===== src/rtl/prbs_pkg.sv =====
// PRBS generator shared definitions.
// Mode encodings, per-mode order, middle tap and state mask.
package prbs_pkg;

  typedef enum logic [2:0] {
    MODE_PRBS7  = 3'd0,
    MODE_PRBS9  = 3'd1,
    MODE_PRBS15 = 3'd2,
    MODE_PRBS23 = 3'd3,
    MODE_PRBS31 = 3'd4
  } mode_e;

  // LFSR order n for each mode; 5..7 alias PRBS9
  function automatic logic [4:0] order_of(input logic [2:0] m);
    logic [4:0] n;
    case (m)
      MODE_PRBS7:  n = 5'd7;
      MODE_PRBS9:  n = 5'd9;
      MODE_PRBS15: n = 5'd15;
      MODE_PRBS23: n = 5'd23;
      MODE_PRBS31: n = 5'd31;
      default:     n = 5'd9;
    endcase
    return n;
  endfunction

  // Middle tap k of x^n + x^k + 1
  function automatic logic [4:0] tap_of(input logic [2:0] m);
    logic [4:0] k;
    case (m)
      MODE_PRBS7:  k = 5'd6;
      MODE_PRBS9:  k = 5'd5;
      MODE_PRBS15: k = 5'd14;
      MODE_PRBS23: k = 5'd18;
      MODE_PRBS31: k = 5'd28;
      default:     k = 5'd5;
    endcase
    return k;
  endfunction

  // Mask covering the n active state bits
  function automatic logic [30:0] mask_of(input logic [2:0] m);
    logic [30:0] v;
    case (m)
      MODE_PRBS7:  v = 31'h0000_007F;
      MODE_PRBS9:  v = 31'h0000_01FF;
      MODE_PRBS15: v = 31'h0000_7FFF;
      MODE_PRBS23: v = 31'h007F_FFFF;
      MODE_PRBS31: v = 31'h7FFF_FFFF;
      default:     v = 31'h0000_01FF;
    endcase
    return v;
  endfunction

endpackage


===== src/rtl/prbs_lfsr_step.sv =====
// Unrolled WIDTH-step Fibonacci LFSR advance.
// Emits s[0] each step, shifts right, feeds s[0]^s[n-k] into s[n-1].
module prbs_lfsr_step
  import prbs_pkg::*;
#(
  parameter int WIDTH = 8
) (
  input  logic [30:0]      state,
  input  logic [2:0]       mode,
  output logic [30:0]      next_state,
  output logic [WIDTH-1:0] word
);

  logic [30:0] s;
  logic [4:0]  hi;
  logic [4:0]  tp;
  logic        fb;

  // Serial steps laid out combinationally, earliest bit in word[0]
  always_comb begin
    hi   = order_of(mode) - 5'd1;
    tp   = order_of(mode) - tap_of(mode);
    s    = state & mask_of(mode);
    word = '0;
    fb   = 1'b0;
    for (int i = 0; i < WIDTH; i++) begin
      word[i] = s[0];
      fb      = s[0] ^ s[tp];
      s       = s >> 1;
      s[hi]   = fb;
    end
    next_state = s;
  end

endmodule


===== src/rtl/prbs_gen_par.sv =====
// Parallel PRBS word generator with valid/ready output.
// Handles reseeding, all-zero recovery, error injection, word count.
module prbs_gen_par
  import prbs_pkg::*;
#(
  parameter int          WIDTH    = 8,
  parameter logic [2:0]  MODE_RST = 3'd1,
  parameter logic [30:0] SEED     = 31'h1FF
) (
  input  logic             clk,
  input  logic             rst,
  input  logic             seed_load,
  input  logic [30:0]      seed_in,
  input  logic [2:0]       mode_in,
  input  logic             inj_err,
  input  logic             out_ready,
  output logic             out_valid,
  output logic [WIDTH-1:0] data,
  output logic             lockup,
  output logic [31:0]      word_cnt
);

  logic [30:0]      lfsr;
  logic [2:0]       mode;
  logic             inj_flag;
  logic [30:0]      nxt;
  logic [WIDTH-1:0] word;
  logic [WIDTH-1:0] flip;
  logic             gen;
  logic             zero;
  logic             inj_now;

  prbs_lfsr_step #(
    .WIDTH(WIDTH)
  ) u_step (
    .state     (lfsr),
    .mode      (mode),
    .next_state(nxt),
    .word      (word)
  );

  assign gen     = !out_valid || out_ready;
  assign zero    = (lfsr & mask_of(mode)) == 31'd0;
  assign inj_now = inj_flag || inj_err;
  assign flip    = WIDTH'(inj_now);

  // LFSR, output word, recovery and injection state
  always_ff @(posedge clk or posedge rst) begin
    if (rst) begin
      lfsr      <= SEED & mask_of(MODE_RST);
      mode      <= MODE_RST;
      out_valid <= 1'b0;
      data      <= '0;
      lockup    <= 1'b0;
      inj_flag  <= 1'b0;
    end else begin
      lockup <= 1'b0;
      if (seed_load) begin
        lfsr      <= seed_in & mask_of(mode_in);
        mode      <= mode_in;
        out_valid <= 1'b0;
        inj_flag  <= 1'b0;
      end else if (gen && zero) begin
        lfsr      <= mask_of(mode);
        out_valid <= 1'b0;
        lockup    <= 1'b1;
        inj_flag  <= inj_now;
      end else if (gen) begin
        lfsr      <= nxt;
        data      <= word ^ flip;
        out_valid <= 1'b1;
        inj_flag  <= 1'b0;
      end else begin
        inj_flag  <= inj_now;
      end
    end
  end

  // Accepted-word counter, cleared by reseed
  always_ff @(posedge clk or posedge rst) begin
    if (rst) begin
      word_cnt <= '0;
    end else if (seed_load) begin
      word_cnt <= '0;
    end else if (out_valid && out_ready) begin
      word_cnt <= word_cnt + 32'd1;
    end
  end

endmodule


===== config.mk =====
export PLATFORM = sky130hd
export DESIGN_NAME = prbs_gen_par
export DESIGN_NICKNAME = d
export VERILOG_FILES = /design/src/rtl/prbs_pkg.sv /design/src/rtl/prbs_lfsr_step.sv /design/src/rtl/prbs_gen_par.sv
export SDC_FILE = /design/constraint.sdc
export NUM_CORES = 1
export LEC_CHECK = 0
export CORE_ASPECT_RATIO = 1.4
export CORE_MARGIN = 3
export CORE_UTILIZATION = 40
export CTS_CLUSTER_SIZE = 14
export DETAILED_ROUTE_END_ITERATION = 8
export GPL_TIMING_DRIVEN = 0
export HOLD_SLACK_MARGIN = 0.12
export RECOVER_POWER = 50
export SLEW_MARGIN = 20
export SYNTH_ARGS = -nofsm -noshare
export SYNTH_HDL_FRONTEND = slang
export SYNTH_SLANG_ARGS = --single-unit

===== constraint.sdc =====
create_clock -name clk -period 4.85 [get_ports clk]
set_input_delay 0.485 -clock clk [delete_from_list [all_inputs] [get_ports clk]]
set_output_delay 0.485 -clock clk [all_outputs]
set_load 0.02 [all_outputs]

-- After elaboration in Yosys (flattened, before gate mapping)
Index checks and enable logic that the tools add are counted.
- add/sub/neg operators: 3
- magnitude comparators: 3
- eq/ne operators: 6
- mux-type cells: 44
- bitwise gates (word level): 13
- reductions and logical operators: 12
- operators by type and width (cell ; number):
    $bwmux W31 ; 8
    $pmux W31 S4 ; 2
    $mux W31 ; 4
    $mux W32 ; 2
    $and A31 B31 Y31 ; 2
    $bmux W1 S5 ; 8
    $pmux W5 S4 ; 2
    $add A32 B1 Y32 const B ; 1
    $logic_not A31 Y1 ; 1
    $mux W1 ; 17
    $eq A3 B2 Y1 const B ; 4
    $lt A5 B6 Y1 const B ; 2
    $xor A1 B1 Y1 ; 8
    $xor A8 B1 Y8 ; 1
    $eq A3 B3 Y1 const B ; 2
    $logic_not A3 Y1 ; 2
    $demux W1 S5 ; 1
    $ge A5 B1 Y1 const B ; 1
    $sub A5 B1 Y5 const B ; 1
    $sub A5 B5 Y5 ; 1
    $logic_and A1 B1 Y1 ; 3
    $reduce_and A3 Y1 ; 1
    $reduce_bool A3 Y1 ; 1
    $logic_or A1 B1 Y1 ; 2
    3 further kinds ; 4
- bits in registers: 77
- input port bits: 39
- output and inout port bits: 42
- word-level logic and storage cells: 88

-- Longest topological paths before layout
Gate-level depths: netlist of the first run.
- depth after elaboration: 39
- gate-level depth with buffers: 10
- gate-level depth less buffers: 6

-- Hierarchy
From an unflattened synthesis of the first run, not the netlist that was laid out.
- cells, all modules: 635
- area, all modules: 5278.8 sq um
- by module, submodules not included (module ; instances ; cells each ; area an instance (sq um) ; sequential area each (sq um)):
    prbs_gen_par ; 1 ; 421 ; 3948.8 ; 1939.4
    prbs_lfsr_step ; 1 ; 214 ; 1330.0 ; 0.0

-- Least setup slack after synthesis of the first run
OpenSTA, ideal clock, no wires.
- path kind: register to register
- from: reg mode[2]
- to: reg data[0]
- arrival: 1890 ps
- data required time: 4725 ps
- setup slack: 2835 ps
- cell stages (with the launch flop): 8
- path buffers: 2
- period minus slack after synthesis: 2015 ps
- cells stage by stage: dfrtp_1 > buf_4 > or3b_4 > a22oi_4 > nor2_8 > a21oi_4 > buf_6 > mux2_2
- word-level cells in the longest chain between the ends: 7
- RTL lines (element ; line ; source):
    from (decl) ; prbs_gen_par.sv:24 ; logic [2:0] mode;
    from (signal assigned) ; prbs_gen_par.sv:60 ; mode <= mode_in;
    $eq A3 B3 Y1 (tied with other cells) ; prbs_pkg.sv:44 ; case (m)
    $pmux W31 S4 * ; prbs_pkg.sv:44 ;
    $and A31 B31 Y31 * ; prbs_gen_par.sv:43 ; assign zero = (lfsr & mask_of(mode)) == 31'd0;
    $logic_not A31 Y1 * ; prbs_gen_par.sv:43 ;
    $logic_and A1 B1 Y1 * ; prbs_gen_par.sv:63 ; end else if (gen && zero) begin
    $not A1 Y1 (no line) * ; -- ;
    $reduce_and A3 Y1 (no line) * ; -- ;
    to (signal assigned) ; prbs_gen_par.sv:70 ; data <= word ^ flip;
    to (decl) ; prbs_gen_par.sv:18 ; output logic [WIDTH-1:0] data,
Every way passes the cells marked *; elsewhere a longest branch is shown, timed or not.
A chain may end at the register's enable or synchronous reset.

-- Worst setup path in the final report of the first run
- from: reg lfsr[6]
- to: reg lfsr[25]
- word-level cells in the longest chain between the ends: 36
- RTL lines (element ; line ; source):
    from (decl) ; prbs_gen_par.sv:23 ; logic [30:0] lfsr;
    from (signal assigned) ; prbs_gen_par.sv:50 ; lfsr <= SEED & mask_of(MODE_RST);
    from (signal assigned) ; prbs_gen_par.sv:59 ; lfsr <= seed_in & mask_of(mode_in);
    from (signal assigned) ; prbs_gen_par.sv:64 ; lfsr <= mask_of(mode);
    $and A31 B31 Y31 * ; prbs_lfsr_step.sv:23, prbs_gen_par.sv:43 ;
    $bmux W1 S5 ; prbs_lfsr_step.sv:28 ; fb = s[0] ^ s[tp];
    $mux W1 (not written as such) ; prbs_lfsr_step.sv:28 ;
    $xor A1 B1 Y1 ; prbs_lfsr_step.sv:28 ;
    $bwmux W31 ; prbs_lfsr_step.sv:30 ; s[hi] = fb;
    $bmux W1 S5 ; prbs_lfsr_step.sv:28 ;
    $mux W1 (not written as such) ; prbs_lfsr_step.sv:28 ;
    $xor A1 B1 Y1 ; prbs_lfsr_step.sv:28 ;
    (+20 left out) ; -- ;
    $bwmux W31 ; prbs_lfsr_step.sv:30 ;
    $bmux W1 S5 ; prbs_lfsr_step.sv:28 ;
    $mux W1 (not written as such) ; prbs_lfsr_step.sv:28 ;
    $xor A1 B1 Y1 ; prbs_lfsr_step.sv:28 ;
    $bwmux W31 ; prbs_lfsr_step.sv:30 ;
    $mux W31 ; prbs_gen_par.sv:68 ; end else if (gen) begin
    $mux W31 ; prbs_gen_par.sv:63 ;
    $mux W31 ; prbs_gen_par.sv:58 ; if (seed_load) begin
Every way passes the cells marked *; elsewhere a longest branch is shown, timed or not. The select of a mux whose other input is x is not followed.

==> impl_metrics.json, run 1 <==
{
  "setup_viol": 0,
  "drt_iter0_markers": 330,
  "cp_slowest_cell": "xnor2_1",
  "path_class": "reg2reg",
  "ctsResizeCount": 0,
  "yosysWarnings": 0,
  "clockPowerShare": 0.333,
  "cp_max_fo": 10,
  "routed_wl_mm": 18.4,
  "p_int_w": 0.00136,
  "ir_drop_mv": 0.162,
  "leakage_nw": 2.64,
  "placed_cell_area_sq_um": 6320,
  "avgSynthCellArea_sq_um": 8.78,
  "power_density_nw_per_um2": 321,
  "grt_max_degree": 57,
  "final_common_cell": "dfrtp_1",
  "clk_pin_slew_worst_paths_ns": 0.06,
  "drv_cap": 0,
  "synthAdderAreaFrac": 0.00236,
  "rows": 49,
  "synth_xor_area_frac": 0.0742,
  "final_cell_mix": "67 x dfrtp_1, 65 x nor2_1, 58 x clkdlybuf4s50_1, 57 x nand2_1, 41 x o21ai_0",
  "synthesis.area_sq_um": 5290,
  "seqPwrFrac": 0.356,
  "crit_path_end_kind": "register",
  "ant_nets": 0,
  "dp.final_hpwl_mm": 14.1,
  "dieWidth_microns": 103,
  "hold_buffers": 0,
  "cts_max_path_buffers": 2,
  "grt_pass1_wl_mm": 28.8,
  "die_y_microns": 142,
  "grtUsageTotal": 0.258,
  "crit_arrival_ns": 2.91,
  "netlist_instances": 603,
  "synth_fp_nets": 643,
  "post_cts_buffers": 0,
  "slew_violations": 0,
  "status": "finished, final reports clean",
  "power_switching_w": 0.000758,
  "grt_pass1_vias": 5135,
  "worstMarginPinSlew_ns": 1.21,
  "start_util": 0.411,
  "synth_top_family_by_area": "simple AND/OR/NAND/NOR gates",
  "yosys.area_share.simple": 0.238,
  "synth.area.top_cells": "dfrtp_1 32%, dfstp_2 5.0%, nor2_1 4.6%",
  "stdcell_area_sq_um": 6610,
  "drive_above_1_share": 0.136,
  "combPwrFrac": 0.312,
  "yosysTopAreaCell": "dfrtp_1",
  "critPathLaunchType": "register",
  "synth_compound_area_frac": 0.237,
  "critical_path_required_ns": 5.12,
  "cts_buffers": 9,
  "diodes": 0,
  "vias": 5162,
  "tns_ns": 0,
  "ys_ff_latch": 77,
  "cts_sinks": 77,
  "area_delta_synth_final_pct": 24.9,
  "grtUsageMet3": 0.0456,
  "grt.busiest_layer": "met2",
  "tritoncts": "done",
  "clk_latency_ns": 0.35,
  "reg2regPathDepth": 7,
  "drt-wirelength-per-cell_microns": 21.6,
  "async_reset_ff_frac": 1.00,
  "rsz0062_at_grt": "false",
  "port_buffers": 80,
  "antenna_found_initial": 0,
  "p_total_w": 0.00212,
  "gp_congestion": 0.948,
  "crit_path_frequent_cell": "o21ai_0",
  "switching_share": 0.357,
  "post-route-period-util": 0.545,
  "cpPeakStageDelay_ns": 0.60,
  "synth_edf_count": 0,
  "ys_types": 88,
  "finalCriticalPeriod_ns": 2.64,
  "use_met2": 0.442,
  "dieArea_sq_um": 14700,
  "nets": 735,
  "synth-seq-area-share": 0.366,
  "hp-class": "reg2reg",
  "synth_top_flop_cell": "dfrtp_1",
  "viasPerCell": 6.05,
  "gr-total-overflow": 0,
  "hold_viol": 0,
  "post-place-ws_ns": 2.03,
  "ctsHtreeMaxLevel": 3,
  "clock_skew_ns": 0.0130,
  "setup_ws_ns": 2.21,
  "hold_depth": 1,
  "grt_use_met1": 0.313,
  "synth_top_area_frac": 0.317,
  "crit_chain": "clkbuf_1 > o21ai_0 > o32ai_2 > o21ai_1 > xnor2_1 > o21ai_0 > a21oi_1",
  "root_buffer": "clkbuf_16",
  "core_sq_um": 12900,
  "slew-limit-headroom": 0.186,
  "max_clock_freq_mhz": 378,
  "synth_mux_area_frac": 0.0229,
  "num_io_pins": 81,
  "route.detailed.drc": 0,
  "dr.pass1.iters": 5
}
## state kept, by name (all words and copies together), names as in the netlist
name and count:
inj_flag 1, lfsr 31, word_cnt 32, data 8, mode 3, out_valid 1, lockup 1
## final timing paths
path | startpoint | to | slack (ns)
worst max-delay path | lfsr[6] | lfsr[25] | 2.21
worst min-delay path | data[0] | data[0] | 0.50
worst max register to register | lfsr[6] | lfsr[25] | 2.21
worst min register to register | data[0] | data[0] | 0.50
max in group asynchronous | rst | lfsr[1] | 3.18
min in group asynchronous | rst | data[5] | 0.84
## power by group through the flow
stage / Clock (W) / Combinational [W] / Sequential, W
floorplan: 0 / 0.000410 / 0.000771
detailed placement: 0 / 0.000657 / 0.000766
global route: 0.000736 / 0.000707 / 0.000759
global placement: 0 / 0.000658 / 0.000764
CTS: 0.000713 / 0.000660 / 0.000754
finish: 0.000706 / 0.000661 / 0.000754
## per-stage QoR
step	hold WS [ns]	util	instances
3_3_place_gp	0.494	0.488	836
6_report	0.502	0.514	853
4_1_cts	0.479	0.514	853
2_1_floorplan	0.509	-	603
3_5_place_dp	0.495	0.491	837
5_1_grt	0.509	0.514	853
## Yosys cell counts, drive strengths merged (10+ instances only)
| cell type | count |
|---|---|
| nand2 | 57 |
| dfrtp | 67 |
| and2 | 10 |
| clkbuf | 23 |
| a31oi | 13 |
| buf | 22 |
| dfstp | 10 |
| o21ai | 46 |
| nor2 | 67 |
| xor2 | 24 |
| xnor2 | 20 |
| nor4 | 10 |
| or3 | 11 |
| inv | 15 |
| nand3 | 17 |
| nand4 | 11 |
| a21oi | 35 |
## routing by layer
layer | share of wire | wire length (microns)
met4 | 0.038 | 707
met5 | 0 | 0
met1 | 0.39 | 7180
met2 | 0.52 | 9600
met3 | 0.052 | 954
## kinds of logic after synthesis
kind of cell    Yosys count
simple gates            237
compound gates          171
flops                    77
buf+inv                  62
xor+xnor                 44
mux                      11
fa+ha+maj                 1
## area by class of cell
cell class                 count  area [sq um]
timing repair buffer          81           828
tap                          153           191
clock inverter                 6          70.1
fill                        1236          6260
multi-input combinational    464          3040
buffer                        45           246
inverter                      17          65.1
clock buffer                  10           229
sequential                    77          1940
## worst max-delay path: cells and delay by family, from the launching register on
kind                   cells  cell delay, ns
flip-flops                 1            0.57
XOR/XNOR                   1            0.60
AO/OA/AOI/OAI              5            0.87
buffers and inverters      1            0.52
(Power assumes the default switching activity.)
==> run 2: changes to the inputs <==
clock period = 2.6 ns   (was 4.85 ns; I/O delays follow)
==> impl_metrics.json, run 2 (synthesis results as in run 1) <==
{
  "grt_pass1_wl_mm": 28.8,
  "worstMarginPinSlew_ns": 1.11,
  "largest_register_ffs": 32,
  "slew_violations": 0,
  "cts_sinks": 77,
  "critical_path_required_ns": 2.85,
  "root_buffer": "clkbuf_16",
  "core_sq_um": 12900,
  "crit_path_end_kind": "register",
  "final_common_cell": "dfrtp_1",
  "power_density_nw_per_um2": 598,
  "drt-wirelength-per-cell_microns": 21.7,
  "route.detailed.drc": 0,
  "vias": 5146,
  "antenna_found_initial": 0,
  "post-route-period-util": 0.969,
  "setup_viol": 0,
  "placed_cell_area_sq_um": 6320,
  "gr-total-overflow": 0,
  "routed_wl_mm": 18.5,
  "hp-class": "in2reg",
  "ctsHtreeMaxLevel": 3,
  "drive_above_1_share": 0.142,
  "setup_ws_ns": 0.0807,
  "diodes": 0,
  "regArea_sq_um": 1940,
  "stdcell_area_sq_um": 6620,
  "cts_buffers": 9,
  "status": "finished, final reports clean",
  "nets": 734,
  "num_io_pins": 81,
  "ir_drop_mv": 0.300,
  "holdWs_ns": 0.440,
  "viasPerCell": 6.04,
  "cts_max_path_buffers": 2,
  "clk_latency_ns": 0.35,
  "rows": 49,
  "dp.final_hpwl_mm": 14.1,
  "dr.pass1.iters": 5,
  "largestRegisters": "word_cnt x32, lfsr x31, data x8",
  "start_util": 0.411,
  "post-place-ws_ns": 0.00627,
  "grtUsageTotal": 0.258,
  "slew-limit-headroom": 0.254,
  "grt_pass1_vias": 5135,
  "post_cts_buffers": 0,
  "cp_max_fo": 10,
  "area_delta_synth_final_pct": 25.0,
  "port_buffers": 80,
  "final_cell_mix": "67 x dfrtp_1, 65 x nor2_1, 59 x clkdlybuf4s50_1, 57 x nand2_1, 41 x o21ai_0",
  "clock_skew_ns": 0.0119,
  "dieArea_sq_um": 14700,
  "die_y_microns": 142,
  "utilization": 0.514,
  "max_clock_freq_mhz": 397,
  "fillers": 1237,
  "tns_ns": 0,
  "grt_max_degree": 57,
  "crit_arrival_ns": 2.76,
  "hold_viol": 0,
  "finalCriticalPeriod_ns": 2.52,
  "dieWidth_microns": 103,
  "path_class": "reg2reg",
  "multi_input_area_sq_um": 3060,
  "gp_congestion": 0.948,
  "leakage_nw": 2.64,
  "drv_cap": 0,
  "clk_pin_slew_worst_paths_ns": 0.07,
  "critPathLaunchType": "register",
  "tritoncts": "done",
  "top_register": "word_cnt",
  "drt_iter0_markers": 280,
  "rsz0062_at_grt": "true",
  "ant_nets": 0
}
==> run 2: changes by cell type in the layout (fill, tap and decap cells not counted), sizes merged <==
cell / previous run / this run
dlygate4sd3: 22 / 21
buf: 23 / 22
clkinv: 2 / 1
clkinvlp: 4 / 5
clkdlybuf4s50: 58 / 59
==> run 2: path summary, 6_finish.rpt <==
kind	startpoint	to	slack, ns	depth (start not counted)
worst max register to register	mode[2]	lfsr[5]	0.08	8
worst min-delay path	seed_in[3]	lfsr[3]	0.44	3
max in group asynchronous	rst	lfsr[11]	0.66	3
worst max-delay path	mode[2]	lfsr[5]	0.08	8
min in group asynchronous	rst	data[5]	0.58	2
worst min register to register	data[0]	data[0]	0.50	1
==> run 2: layer usage <==
layer  GRT usage  routed length [microns]
met1       0.313                     7160
met2       0.442                     9680
met3      0.0456                      928
met4       0.114                      720
met5           0                        0
==> run 2: layout make-up <==
class / instances / area share
multi-input combinational: 464 / 0.463
sequential: 77 / 0.293
timing repair buffer: 81 / 0.122
buffer: 44 / 0.0369
clock buffer: 10 / 0.0346
tap: 153 / 0.0289
clock inverter: 6 / 0.0106
inverter: 17 / 0.0104
==> run 2: worst max-delay path, stage by stage, from the launching register on <==
cell,delay [ns]
dfrtp_1,0.36
buf_4,0.17
buf_6,0.14
nor2b_1,0.21
a221oi_2,0.33
o22ai_1,0.17
xnor2_1,0.42
o221ai_1,0.30
a221oi_1,0.33
==> run 2: timing repair <==
item,CTS,global route
endpoints found under the setup margin,0,12
hold buffers,0,0
gates resized for setup,0,6
==> run 2: through the flow <==
step	std cells	total power (W)
after floorplan	603	0.00220
after global placement	836	0.00265
after detailed placement	837	0.00266
after CTS	853	0.00397
after global routing	852	0.00412
final	852	0.00396
==> run 2: report_power, final <==
part,internal [W],switching [W],leakage (nW)
Clock,0.000752,0.000557,0.136
Combinational,0.000478,0.000756,1.50
Sequential,0.00132,0.0000998,0.999
==> RTL change 1 (settings of run 2) <==
`WIDTH` is set to 8 in 2 places; all go to 12.
--- a/src/rtl/prbs_lfsr_step.sv
+++ b/src/rtl/prbs_lfsr_step.sv
@@ -4,5 +4,5 @@
   import prbs_pkg::*;
 #(
-  parameter int WIDTH = 8
+  parameter int WIDTH = 12
 ) (
   input  logic [30:0]      state,
--- a/src/rtl/prbs_gen_par.sv
+++ b/src/rtl/prbs_gen_par.sv
@@ -4,5 +4,5 @@
   import prbs_pkg::*;
 #(
-  parameter int          WIDTH    = 8,
+  parameter int          WIDTH    = 12,
   parameter logic [2:0]  MODE_RST = 3'd1,
   parameter logic [30:0] SEED     = 31'h1FF
Ports: changed (resized data); port bits go from 81 to 85. No check against the original RTL was run, so the function may have changed too.
==> RTL change 1 against run 2 <==
The flow now finishes with violations (negative setup slack). Die area up 4.7%. Routed wire length up 43%. Worst setup slack worse by 0.33 ns. Design area up 33%. Sequential cell count up 4. Worst hold slack worse by 0.013 ns. Area after synthesis up 4.9%.
Power is not compared: it rests on default switching activity, and its combinational part moved more than twofold at a synthesized area within 25%.
==> RTL change 1: results (changes against run 2) <==
| Metric | Value |
|---|---|
| Status | `finished, violations left` |
| Failing checks | `negative setup slack` |
| Net Count, Synth | `728 (+13%)` |
| Wirelength per Cell | `25.36 um (+17%)` |
| VDD IR max | `0.4046 mV` |
| Nets | `898 (+22%)` |
| Slew @ Worst Pin | `1.240 ns (+0.1272 ns)` |
| Final setup vio count | `30 (+30)` |
| Kind of cell adding the most delay to the critical path | `compound AO/OA/AOI/OAI gates` |
| CTS Buffer Depth | `2 (unchanged)` |
| Worst slack at placement | `-1.297 ns (-1.303 ns)` |
| Top cells by area, synth | `dfrtp_1, o21ai_0, nor2_1` |
| Clk pin slew, worst setup/hold paths | `0.07 ns (about the same)` |
| ANT nets after route | `0 (unchanged)` |
| Fin Clk Skew | `0.009255 ns (-0.002602 ns)` |
| Ys async rst share | `100.0% (unchanged)` |
| Final WS setup | `-0.2470 ns (-0.3277 ns)` |
| Via density | `6.304 (+4.4%)` |
| TritonCTS Buffers | `9 (unchanged)` |
| LEAKAGE | `3.511 nW` |
| Top fanout value on the critical path | `10 (unchanged)` |
| Worst skew pair latency | `0.36 ns` |
| Max incr delay on CP | `0.46 ns (+0.04 ns)` |
| GP Congestion | `1.004 (+5.9%)` |
| Initial drt markers | `555 (+98%)` |
| Share of layout cells above drive strength 1 | `30.94% (+17 points)` |
| Number of global-route vias before repair | `6603 (+29%)` |
| Post-DP HPWL | `18000 um (+28%)` |
| Synth warn | `0 (unchanged)` |
| Initial antenna violation count | `0 (unchanged)` |
| Largest regs | `word_cnt x32, lfsr x31, data x12` |
| Register area share after synthesis | `36.72% (+0.086 points)` |
| First-pass GRT wire length | `38990 um (+36%)` |
| Root buffer cell | `clkbuf_16` |
| # diodes | `0 (unchanged)` |
| Port bufs | `83 (+3.8%)` |
| Worst path slowest cell | `a2111o_1` |
| Net switching power | `0.002298 W` |
| Total track usage | `33.39% (+7.6 points)` |
| Most frequent cells after synthesis | `nor2_1, o21ai_0, dfrtp_1` |
| Pre-antenna DRT Iters | `5 (unchanged)` |
| Largest net degree at the start of global routing | `57 (unchanged)` |
| Yosys top cell area share | `31.99% (+0.32 points)` |
| Worst Hold Class | `input port to flip-flop` |
| Post-synth cell types | `72 (-18%)` |
| H-Tree Depth | `3 (unchanged)` |
| WP data arrival | `3.12 ns (+0.36 ns)` |
| Setup TNS | `-3.173 ns (-3.173 ns)` |
[RTL change 1: cell count changes after synthesis, sizes merged, moves of 6 or more]
cell,delta
o21ai,+29
and2,-6
clkbuf,+11
a22o,+6
buf,-7
nand2,+9
nor2,+18
mux2i,+6
a21oi,+13
a41oi,-7
nand3,+9
nor3,+8
[RTL change 1: timing repair]
item                                    CTS  global route
endpoints found under the setup margin   50            56
resized for setup                       189            99
setup buffers                            59            24
cloned                                    2             1
pin swaps                                52            57
[RTL change 1: logic make-up (layout without fill, tap and decap cells)]
logic type,count (synthesis),count (layout),share of synthesized area [%]
and+or+nand+nor,269,269,23.47
AOI/OAI and AO/OA,210,210,24.04
DFF,81,81,36.72
buffers and inverters,64,239,4.776
xor gates and xnor gates,46,46,7.502
muxes,17,17,3.267
adders and majority gates,1,1,0.2252
[RTL change 1: power by group through the flow]
stage	Sequential, W	Combinational (W)	Clock [W]
2_1_floorplan	0.00156	0.00105	0
3_3_place_gp	0.00154	0.00177	0
3_5_place_dp	0.00154	0.00176	0
4_1_cts	0.00157	0.00240	0.00148
5_1_grt	0.00159	0.00285	0.00153
6_report	0.00158	0.00275	0.00147
[RTL change 1: final timing paths]
path	startpoint	endpoint	slack, ns	cells after the start
worst max-delay path	mode[1]	lfsr[21]	-0.25	10
worst min register to register	data[7]	data[7]	0.48	2
worst min-delay path	seed_in[7]	lfsr[7]	0.43	3
min in group asynchronous	rst	data[3]	0.61	2
worst max register to register	mode[1]	lfsr[21]	-0.25	10
max in group asynchronous	rst	lfsr[15]	0.52	3
[RTL change 1: final cells by class]
type | count | area [sq um]
Clock inverter | 7 | 106.4
Timing Repair Buffer | 167 | 1589
Buffer | 41 | 391.6
Clock buffer | 9 | 225.2
Fill cell | 1138 | 4703
Multi-Input combinational cell | 543 | 4163
Sequential cell | 81 | 2041
Inverter | 15 | 66.31
Tap cell | 182 | 227.7
[RTL change 1: through the flow]
step / std cells / utilization, % / power [W] / hold slack [ns] / cell area (sq um)
after floorplan: 688 / - / 0.002607 / 0.3662 / 5658
after global placement: 953 / 49.70 / 0.003309 / 0.4659 / 6716
after global routing: 1045 / 65.19 / 0.005981 / 0.4471 / 8810
after CTS: 1023 / 61.64 / 0.005449 / 0.2618 / 8329
after detailed placement: 954 / 49.93 / 0.003301 / 0.4704 / 6746
final: 1045 / 65.19 / 0.005804 / 0.4266 / 8810
[RTL change 1: metal layers]
metal  GRT usage [%]  wire length, um  part of all wire (%)
met1           37.86             9537                    36
met2           56.39            12990                    49
met3           6.391             1953                   7.4
met4           22.49             2013                   7.6
met5               0                0                     0
[RTL change 1: tightest hold or removal path: stages]
cell and delay, ns:
clkdlybuf4s50_1 0.41, nand2_1 0.06, o21ai_1 0.05
==> RTL change 2 (config.mk and constraints of run 2) <==
Without the edit above. Reset style: synchronous (`rst`), changed in 2 clocked blocks.
--- a/src/rtl/prbs_gen_par.sv
+++ b/src/rtl/prbs_gen_par.sv
@@ -46,5 +46,5 @@
 
   // LFSR, output word, recovery and injection state
-  always_ff @(posedge clk or posedge rst) begin
+  always_ff @(posedge clk) begin
     if (rst) begin
       lfsr      <= SEED & mask_of(MODE_RST);
@@ -78,5 +78,5 @@
 
   // Accepted-word counter, cleared by reseed
-  always_ff @(posedge clk or posedge rst) begin
+  always_ff @(posedge clk) begin
     if (rst) begin
       word_cnt <= '0;
Formal check against the unedited RTL: differs if rst is asserted again (counterexample within 4 cycles, from zero or initial values and one cycle with rst high); with rst held inactive, the same outputs for 4 cycles.
==> RTL change 2 against run 2 <==
Routed wire length increased by 1.5%. Total power decreased by 14%. Sequential cell count unchanged. Sequential share of layout area decreased by 4.5 points. Sequential power decreased by 12%. Global-route usage increased by 1.7 points. Design area decreased by 5.9%. Via count increased by 6.7%. Area after synthesis decreased by 8.2%. Maximum frequency increased by 1.4%. Final cell count increased by 2.5%. Highest routed layer unchanged. Worst setup slack improved by 0.034 ns.
==> RTL change 2: results (changes against run 2) <==
| Metric | Value |
|---|---|
| Net Count, Synth | `674 (+4.8%)` |
| Setup crit start | `mode[1]` |
| Kind of cell adding the most delay to the critical path | `buffers and inverters` |
| Internal reg-to-reg setup slack | `0.11 ns (+0.03 ns)` |
| Largest regs | `word_cnt x32, lfsr x31, data x8` |
| # diodes | `0 (unchanged)` |
| Ys async rst share | `0% (-100 points)` |
| Share of layout cells above drive strength 1 | `7.989% (-6.2 points)` |
| Register area share after synthesis | `31.70% (-4.9 points)` |
| GP Congestion | `0.9525 (+0.43%)` |
| First-pass GRT wire length | `28720 um (-0.17%)` |
| VDD IR max | `0.3027 mV (+0.97%)` |
| Initial drt markers | `534 (+91%)` |
| Max incr delay on CP | `0.39 ns (-0.03 ns)` |
| Post-DP HPWL | `13860 um (-1.7%)` |
| Total track usage | `27.48% (+1.7 points)` |
| CTS Buffer Depth | `2 (unchanged)` |
| LEAKAGE | `2.258 nW (-14%)` |
| Status | `finished, final reports clean` |
| Wirelength per Cell | `21.49 um (-0.98%)` |
| Vias post-DR | `5491 (+6.7%)` |
| Top fanout value on the critical path | `10 (unchanged)` |
| Fillers | `1158 (-6.4%)` |
| Port bufs | `79 (-1.3%)` |
| Post-synth cell types | `69 (-22%)` |
| Fin Clk Skew | `0.009082 ns (-0.002775 ns)` |
| Most frequent cells after synthesis | `nor2_1, dfxtp_1, nand2_1` |
| Nets | `764 (+4.1%)` |
| Worst slack at placement | `-0.3756 ns (-0.3819 ns)` |
| Number of global-route vias before repair | `5280 (+2.8%)` |
| WP data arrival | `2.68 ns (-0.08 ns)` |
| Commonest register cell after synthesis | `dfxtp_1` |
| Top cells by area, synth | `dfxtp_1, nor2_1, a21oi_1` |
| Crit Reg-Reg Endpoint | `lfsr[13]` |
| Worst rel slew slack | `49.82% (+24 points)` |
| Worst skew pair latency | `0.34 ns` |
| Final period utilization | `95.59% (-1.3 points)` |
| Largest net degree at the start of global routing | `13 (-77%)` |
| Worst path slowest cell | `clkbuf_1` |
[RTL change 2: layer usage]
metal | global-route usage, % | share of wire, % | up-vias
li1 | - | - | 2524
met1 | 30.31 | 37 | 2578
met2 | 47.72 | 50 | 310
met3 | 4.415 | 6.9 | 79
met4 | 19.06 | 6.2 | 0
met5 | 0 | 0 | -
[RTL change 2: worst min path at each step]
stage / start / to / slack [ns] / cells after the start
3_5_place_dp: data[5] / data[5] / 0.48 / 2
3_3_place_gp: data[2] / data[2] / 0.48 / 2
2_1_floorplan: mode_in[0] / mode[0] / 0.39 / 2
4_1_cts: word_cnt[12] / word_cnt[12] / 0.49 / 2
6_report: out_ready / word_cnt[1] / 0.33 / 3
5_1_grt: out_ready / word_cnt[1] / 0.36 / 3
[RTL change 2: timing repair]
item,4_1_cts,5_1_grt
gates cloned,0,0
setup buffers,0,0
gates resized for setup,3,20
setup endpoints to repair,3,31
pin swaps,0,1
[RTL change 2: cells by family after synthesis]
family          after synthesis  synth area share, %
simple gates                254                25.73
compound gates              187                26.17
flops                        77                31.70
buf+inv                      57                5.198
xor+xnor                     41                7.385
mux                          17                3.551
fa+ha+maj                     1               0.2573
[RTL change 2: layout make-up]
class / count / area share (%)
Clock buffer: 9 / 3.619
Inverter: 13 / 0.7841
Clock inverter: 4 / 1.226
Multi-Input combinational cell: 500 / 50.44
Buffer: 44 / 3.458
Timing Repair Buffer: 79 / 12.75
Sequential cell: 77 / 24.77
Tap cell: 147 / 2.955
[RTL change 2: worst min-delay path, delay by kind of cell]
kind,cells,cell delay [ns]
buf+inv,1,0.19
simple gates,1,0.11
compound gates,1,0.05
[RTL change 2: power by group]
part           switching [W]  internal, W
Sequential         0.0000289      0.00122
Clock               0.000508     0.000826
Combinational       0.000512     0.000311
Total                0.00105      0.00236
[RTL change 2: through the flow]
step / total power [W] / instances / instance area [sq um]
2_1_floorplan: 0.001771 / 634 / 4862
4_1_cts: 0.003391 / 873 / 6157
5_1_grt: 0.003523 / 873 / 6223
6_report: 0.003409 / 873 / 6223
3_3_place_gp: 0.002057 / 860 / 5837
3_5_place_dp: 0.002057 / 860 / 5837
